$ cat src/rtl/square_rebuild_if.sv
// Operand/result bundle for square_rebuild: the master drives the operands and
// start, and the slave (the datapath) returns status and the reconstructed value.
interface square_rebuild_if #(
  parameter int SIZE = 32
);
  logic              start;
  logic [SIZE-1:0]   root;
  logic [SIZE:0]     rem;
  logic              busy;
  logic              done;
  logic [2*SIZE-1:0] num;
  logic              invalid;

  modport master (
    output start, root, rem,
    input  busy, done, num, invalid
  );

  modport slave (
    input  start, root, rem,
    output busy, done, num, invalid
  );
endinterface

$ cat src/rtl/square_rebuild.sv
// Inverse integer square root: num = root*root + rem, built by shift-add with
// one root bit per cycle, plus a flag for (root, rem) pairs that no integer sqrt can produce.
module square_rebuild #(
  parameter int SIZE = 32
) (
  input  logic            clk,
  input  logic            rst_n,
  square_rebuild_if.slave bus
);

  localparam int CW = (SIZE > 1) ? $clog2(SIZE) : 1;

  localparam logic [1:0] IDLE = 2'd0;
  localparam logic [1:0] RUN  = 2'd1;
  localparam logic [1:0] DONE = 2'd2;

  logic [1:0]        state_q,   state_d;
  logic [CW-1:0]     cnt_q,     cnt_d;
  logic [SIZE-1:0]   root_q,    root_d;
  logic [2*SIZE-1:0] acc_q,     acc_d;
  logic [2*SIZE-1:0] num_q,     num_d;
  logic              invalid_q, invalid_d;
  logic [2*SIZE-1:0] addend;
  logic              last_step;

  // Partial product for the current bit; the sum wraps modulo 2^(2*SIZE).
  assign addend    = {{SIZE{1'b0}}, root_q} << cnt_q;
  assign last_step = (cnt_q == CW'(SIZE - 1));

  // NOTE: every always_comb output gets a default first so no path leaves it
  // unassigned, which would otherwise infer a latch.
  always_comb begin
    state_d   = state_q;
    cnt_d     = cnt_q;
    root_d    = root_q;
    acc_d     = acc_q;
    num_d     = num_q;
    invalid_d = invalid_q;

    case (state_q)
      IDLE: begin
        if (bus.start) begin
          root_d    = bus.root;
          acc_d     = {{(SIZE - 1){1'b0}}, bus.rem};
          cnt_d     = '0;
          invalid_d = (bus.rem > {bus.root, 1'b0});
          state_d   = RUN;
        end
      end

      RUN: begin
        if (root_q[cnt_q]) begin
          acc_d = acc_q + addend;
        end
        if (last_step) begin
          cnt_d   = '0;
          num_d   = acc_d;
          state_d = DONE;
        end else begin
          cnt_d = cnt_q + CW'(1);
        end
      end

      DONE: begin
        state_d = IDLE;
      end

      default: begin
        state_d = IDLE;
      end
    endcase
  end

  // NOTE: sequential state is updated with non-blocking assignments so every
  // register samples the pre-edge value of every other register.
  always_ff @(posedge clk or negedge rst_n) begin
    if (!rst_n) begin
      state_q   <= IDLE;
      cnt_q     <= '0;
      root_q    <= '0;
      acc_q     <= '0;
      num_q     <= '0;
      invalid_q <= 1'b0;
    end else begin
      state_q   <= state_d;
      cnt_q     <= cnt_d;
      root_q    <= root_d;
      acc_q     <= acc_d;
      num_q     <= num_d;
      invalid_q <= invalid_d;
    end
  end

  assign bus.busy    = (state_q != IDLE);
  assign bus.done    = (state_q == DONE);
  assign bus.num     = num_q;
  assign bus.invalid = invalid_q;

endmodule

$ cat src/flat_wrapper.sv
// flat-port wrapper written by rule: the top's interface ports become plain ports
module square_rebuild_flat 
#(
  parameter int SIZE = 32
)
  (clk, rst_n, bus_start, bus_root, bus_rem, bus_busy, bus_done, bus_num, bus_invalid);
  square_rebuild_if #(.SIZE(SIZE)) bus_i ();
  input  logic clk;
  input  logic rst_n;
  input wire logic [$bits(bus_i.start)-1:0] bus_start;
  input wire logic [$bits(bus_i.root)-1:0] bus_root;
  input wire logic [$bits(bus_i.rem)-1:0] bus_rem;
  output wire logic [$bits(bus_i.busy)-1:0] bus_busy;
  output wire logic [$bits(bus_i.done)-1:0] bus_done;
  output wire logic [$bits(bus_i.num)-1:0] bus_num;
  output wire logic [$bits(bus_i.invalid)-1:0] bus_invalid;
  assign bus_i.start = bus_start;
  assign bus_i.root = bus_root;
  assign bus_i.rem = bus_rem;
  assign bus_busy = bus_i.busy;
  assign bus_done = bus_i.done;
  assign bus_num = bus_i.num;
  assign bus_invalid = bus_i.invalid;
  square_rebuild #(.SIZE(SIZE)) u_core (.clk(clk), .rst_n(rst_n), .bus(bus_i));
endmodule
$ cat config.mk
export PLATFORM = sky130hd
export DESIGN_NAME = square_rebuild_flat
export DESIGN_NICKNAME = d
export VERILOG_FILES = /design/src/rtl/square_rebuild_if.sv /design/src/rtl/square_rebuild.sv /design/src/flat_wrapper.sv
export SDC_FILE = /design/constraint.sdc
export NUM_CORES = 1
export LEC_CHECK = 0
export ABC_AREA = 1
export CELL_PAD_IN_SITES_DETAIL_PLACEMENT = 1
export CELL_PAD_IN_SITES_GLOBAL_PLACEMENT = 1
export CORE_MARGIN = 3
export CORE_UTILIZATION = 40
export CTS_CLUSTER_SIZE = 14
export DETAILED_ROUTE_END_ITERATION = 10
export DONT_BUFFER_PORTS = 1
export GPL_TIMING_DRIVEN = 0
export HOLD_SLACK_MARGIN = 0.05
export PLACE_DENSITY_LB_ADDON = 0.1
export RECOVER_POWER = 25
export SETUP_SLACK_MARGIN = 0.4
export SLEW_MARGIN = 0
export SYNTH_ARGS = -nofsm -noshare
export SYNTH_HDL_FRONTEND = slang
export SYNTH_SLANG_ARGS = --single-unit
$ cat constraint.sdc
create_clock -name clk -period 7 [get_ports clk]
set_clock_uncertainty 0.05 [all_clocks]
set_input_delay 1.05 -clock clk [delete_from_list [all_inputs] [get_ports clk]]
set_output_delay 1.05 -clock clk [all_outputs]
set_load 0.03 [all_outputs]
After elaboration in Yosys (flattened, before gate mapping)
Index checks and enable logic that the tools add are counted.
Widths: inputs -> output; s select.
{ "totals": {"output_inout_bits": 67, "ff_bits": 168, "wordCells": 34} }
{ "classes": {"magnitude_cmp": 2, "shift": 1, "n_reduce_logical": 7, "addsub": 2, "mux": 11, "eq_ne": 5} }
{ "op_table": {"columns": ["cell", "n"], "rows": [
  ["$mux 64", 2],
  ["$pmux 64 s2", 1],
  ["$add 64x64->64", 1],
  ["$shl 32x5->64", 1],
  ["$gt 33x33->1", 1],
  ["$mux 5", 2],
  ["$pmux 5 s2", 1],
  ["$reduce_and 2->1", 4],
  ["$lt 5x6->1 const B", 1],
  ["$add 5x1->5 const B", 1],
  ["$bmux 1 s5", 1],
  ["$eq 5x5->1 const B", 1],
  ["$mux 2", 2],
  ["$pmux 2 s2", 1],
  ["$reduce_bool 2->1", 2],
  ["$eq 2x1->1 const B", 1],
  ["$eq 2x2->1 const B", 1],
  ["$logic_not 2->1", 1],
  ["$ne 2x1->1 const B", 1],
  ["$ne 2x2->1 const B", 1],
  ["$mux 1", 1]
]} }

Depth between registers and ports, before layout
{ "depth": {"ltp_word": 4, "ltp_mapped": 31} }

Worst setup path before layout
OpenSTA, ideal clock, no wires.
{ "synth_path": {"kind": "reg-to-reg", "from": "reg u_core.cnt_q[0]", "to": "reg u_core.num_q[60] (netlist: u_core.bus.num[60])", "period_less_slack_ps": 3249, "arrival_ps": 3081, "required_time_ps": 6832, "slack_ps": 3751, "n_path_buf": 4, "path_stages_with_launch": 25, "setup_ps": 118, "cell_sequence": "dfrtp_1 > buf_6 > buf_6 > buf_6 > buf_4 > o21ai_0 > nand2_1 > o21ai_0 > o22ai_1 > inv_1 > nand2_1 > o21ai_0 > mux2i_1 > ha_1 > nand2_1 > nor2_1 > inv_1 > nor3_1 > nand2_1 > nor3_1 > nand2_1 > nand3_1 > nand3_1 > nand3_1 > nand2_1"} }
{ "synth_via": {"elab_chain_len": 3, "word_cells_on_any_way": 7} }
{ "synth_lines": {"columns": ["element", "line_no", "source"], "rows": [
  ["start, declared", "square_rebuild.sv:18", "logic [CW-1:0] cnt_q, cnt_d;"],
  ["start signal, assigned", "square_rebuild.sv:86", "cnt_q <= cnt_d;"],
  ["$shl 32x5->64 / $bmux 1 s5 (equally long branches)", "square_rebuild.sv:27, square_rebuild.sv:52", null],
  ["$add 64x64->64 / $mux 1 (equally long branches)", "square_rebuild.sv:53, square_rebuild.sv:52", null],
  ["$mux 64", "square_rebuild.sv:52", "if (root_q[cnt_q]) begin"],
  ["end signal, assigned", "square_rebuild.sv:89", "num_q <= num_d;"],
  ["end, declared", "square_rebuild.sv:21", "logic [2*SIZE-1:0] num_q, num_d;"]
]} }
Several ways; a longest one is shown, not always the timed one. The select of a mux whose other input is x is not followed.
A chain may end at the register's enable or synchronous reset.

Worst setup path after layout
{ "layout_path": {"from": "reg u_core.cnt_q[0]", "to": "reg u_core.num_q[53] (netlist: u_core.bus.num[53])"} }
Same word-level chain as after synthesis.

==> results.toml <==
[outcome]
status = "finished, violations left"
violations = "max-capacitance violations, max-slew violations"

[clocking]
clk_pin_slew_ns = 0.08
cts-root-buf = "clkbuf_16"
cts_hold_buf = 0
numCtsBuffers = 17
cts_resized = 0
clk_latency_ns = 0.51
postCtsSetupBuffers = 0
htree_levels = 4
cts_tree = "done"
cts_sinks = 168
clockBufferDepth = 2

[floorplan]
die_h_um = 205
fp-row-count = 72
core-area_sq_um = 38900
start_util = 0.408
dieArea_sq_um = 42100
die_w_um = 205
pin_count = 135

[synth]
ys_top_cells_by_count = "nand2_1 (1,158), inv_1 (391), nor2_1 (176)"
synth_area_leader_cell = "nand2_1"
yosys_warnings = 0
ys_seq_area_frac = 0.265
synth_top_cell_area_share = 0.274
syn-cell-area_sq_um = 15900
synth-edff-count = 0
ys_ff_latch = 168
netlist_instances = 2703
synth.area.top_cells = "nand2_1 (27%), dfrtp_1 (26%), inv_1 (9.2%)"
yosysMostFrequentCell = "nand2_1"
avgSynthCellArea_sq_um = 5.88
synth_top_flop_cell = "dfrtp_1"
syn-num-nets = 2869
synthArstFlopShare = 1.00
synth_cell_types = 44

[timing]
final-hold-violation-count = 0
rsz0062_at_grt = "no"
fmaxAchievable_mhz = 199
slew-limit-headroom = -0.00351
worst_slack_ns = 1.97
fin_setup_tns_ns = 0
timing.final.crit_share = 0.719
min_period_ns = 5.03
finalMaxSlewViolations = 1
setup_viol = 0
worstMarginPinSlew_ns = 1.50

[placement]
io_buffers = 0
place_congestion = 1.00
pre_cts_ws_ns = 2.12
post-dp-hpwl_um = 62300

[grt]
grt_pass1_wl_um = 110000
antenna_found_initial = 0
grt_max_degree = 169
grt_pass1_vias = 18100
overflow = 0
grt_usage = 0.352

[critical_path]
rr_worst_depth = 22
worstPathMaxFanout = 10
worstSetupStartpointType = "flop"
crit_type = "reg -> reg"
path_common_cell = "nand2_1"
regToRegSetupSlack_ns = 1.97
crit_slowest_cell = "ha_1"
worstSetupStartpoint = "u_core.cnt_q[0]$_DFFE_PN0P_"
worst_r2r_startpoint = "u_core.cnt_q[0]$_DFFE_PN0P_"
endpoint = "u_core.bus.num[53]$_DFFE_PN0P_"
reg2reg_to = "u_core.bus.num[53]$_DFFE_PN0P_"
slowest_delay_ns = 0.46
required_ns = 7.33
endpoint_kind = "flop"
path_cells = "buf_6 > buf_6 > buf_6 > buf_4 > o21ai_0 > o21ai_0 > nand2_1 > o21ai_0 > o21ai_0 > o21ai_0 > ha_1 > nand2_1 > nor2_1 > nand2_1 > nor2_1 > nand2_1 > nand3b_1 > nand2_1 > nand4_1 > nand3_1 > nand3_1 > nand2_1"
worst-endpoint-arrival_ns = 5.36

[drt]
drt_wl_total_um = 73800
num_vias = 17600
via_per_inst = 5.41
postRouteAntennaNets = 0
avgRoutedWirePerCell_um = 22.7
dr.pass1.iters = 5
drc_errors = 0
drtIter0Drc = 1172

[worst_hold_path]
min_path_type = "in -> async"

[job]
cap_violations = 1

[final_layout]
antenna_cells = 0
n_fill_cell = 5502
final_nets = 2888
area_delta_synth_final_pct = 8.14
drive_above_1_share = 0.0278
-- worst min-delay path by stage --
stage,from,end,slack [ns],cells after the start
global placement,u_core.root_q[19]$_DFFE_PN0P_,u_core.root_q[19]$_DFFE_PN0P_,0.42,2
CTS,rst_n,u_core.bus.num[37]$_DFFE_PN0P_,0.17,0
global route,rst_n,u_core.bus.num[36]$_DFFE_PN0P_,0.17,0
floorplan,u_core.root_q[13]$_DFFE_PN0P_,u_core.root_q[13]$_DFFE_PN0P_,0.40,2
finish,rst_n,u_core.bus.num[36]$_DFFE_PN0P_,0.19,0
detailed placement,u_core.root_q[27]$_DFFE_PN0P_,u_core.root_q[27]$_DFFE_PN0P_,0.44,2
-- final cells by class --
| cell class | instances | area [sq um] | share of cell area |
|---|---|---|---|
| clock inverter | 15 | 220 | 0.0128 |
| multi-input combinational | 2046 | 9730 | 0.567 |
| inverter | 399 | 1510 | 0.0876 |
| sequential | 168 | 4200 | 0.245 |
| buffer | 90 | 442 | 0.0257 |
| tap | 518 | 648 | 0.0377 |
| clock buffer | 17 | 425 | 0.0248 |
-- metrics by stage --
stage | utilization | cell area [sq um] | hold WS (ns) | cells
after floorplan | - | 15900 | 0.403 | 2703
after global placement | 0.425 | 16500 | 0.419 | 3221
after detailed placement | 0.425 | 16500 | 0.435 | 3221
after CTS | 0.441 | 17200 | 0.165 | 3253
after global routing | 0.441 | 17200 | 0.173 | 3253
final | 0.441 | 17200 | 0.193 | 3253
-- kinds of logic (layout without fill, tap and decap cells) --
| group | Yosys count | count (layout) | share of synthesized area |
|---|---|---|---|
| multiplexers | 23 | 23 | 0.0145 |
| flip-flops | 168 | 168 | 0.265 |
| XOR/XNOR | 28 | 28 | 0.0154 |
| AO/OA/AOI/OAI | 304 | 304 | 0.102 |
| AND/OR/NAND/NOR | 1593 | 1593 | 0.403 |
| adder cells (fa/ha/maj) | 98 | 98 | 0.0777 |
| buffers and inverters | 489 | 521 | 0.123 |
-- per-layer routing --
layer	part of all wire	track usage
met3	0.051	0.0642
met5	0	0
met2	0.47	0.600
met4	0.045	0.151
met1	0.43	0.435
-- placed cells by master (no fill, tap or decap), drive strengths merged, types with 29 or more instances in the layout --
cell type     n
clkbuf       64
nand2      1159
inv         408
nor3         29
nand3       170
buf          43
ha           97
dfrtp       168
a21oi        75
nor2        177
o21ai       188
-- worst max-delay path: cells and delay by family, from the launching register on --
kind                     cells  cell delay [ns]
AND/OR/NAND/NOR             12             1.99
AO/OA/AOI/OAI                5             1.40
buffers and inverters        4             0.60
adder cells (fa/ha/maj)      1             0.46
flip-flops                   1             0.41
-- flip-flops by register name, indices dropped and copies added (netlist names) --
signal,flops
u_core.bus.invalid,1
u_core.root_q,32
u_core.bus.num,64
u_core.cnt_q,5
u_core.acc_q,64
u_core.state_q,2
Power is left out: the tool's default activity adds up to more than one toggle a clock period on the data nets, which glitch-free logic cannot reach.
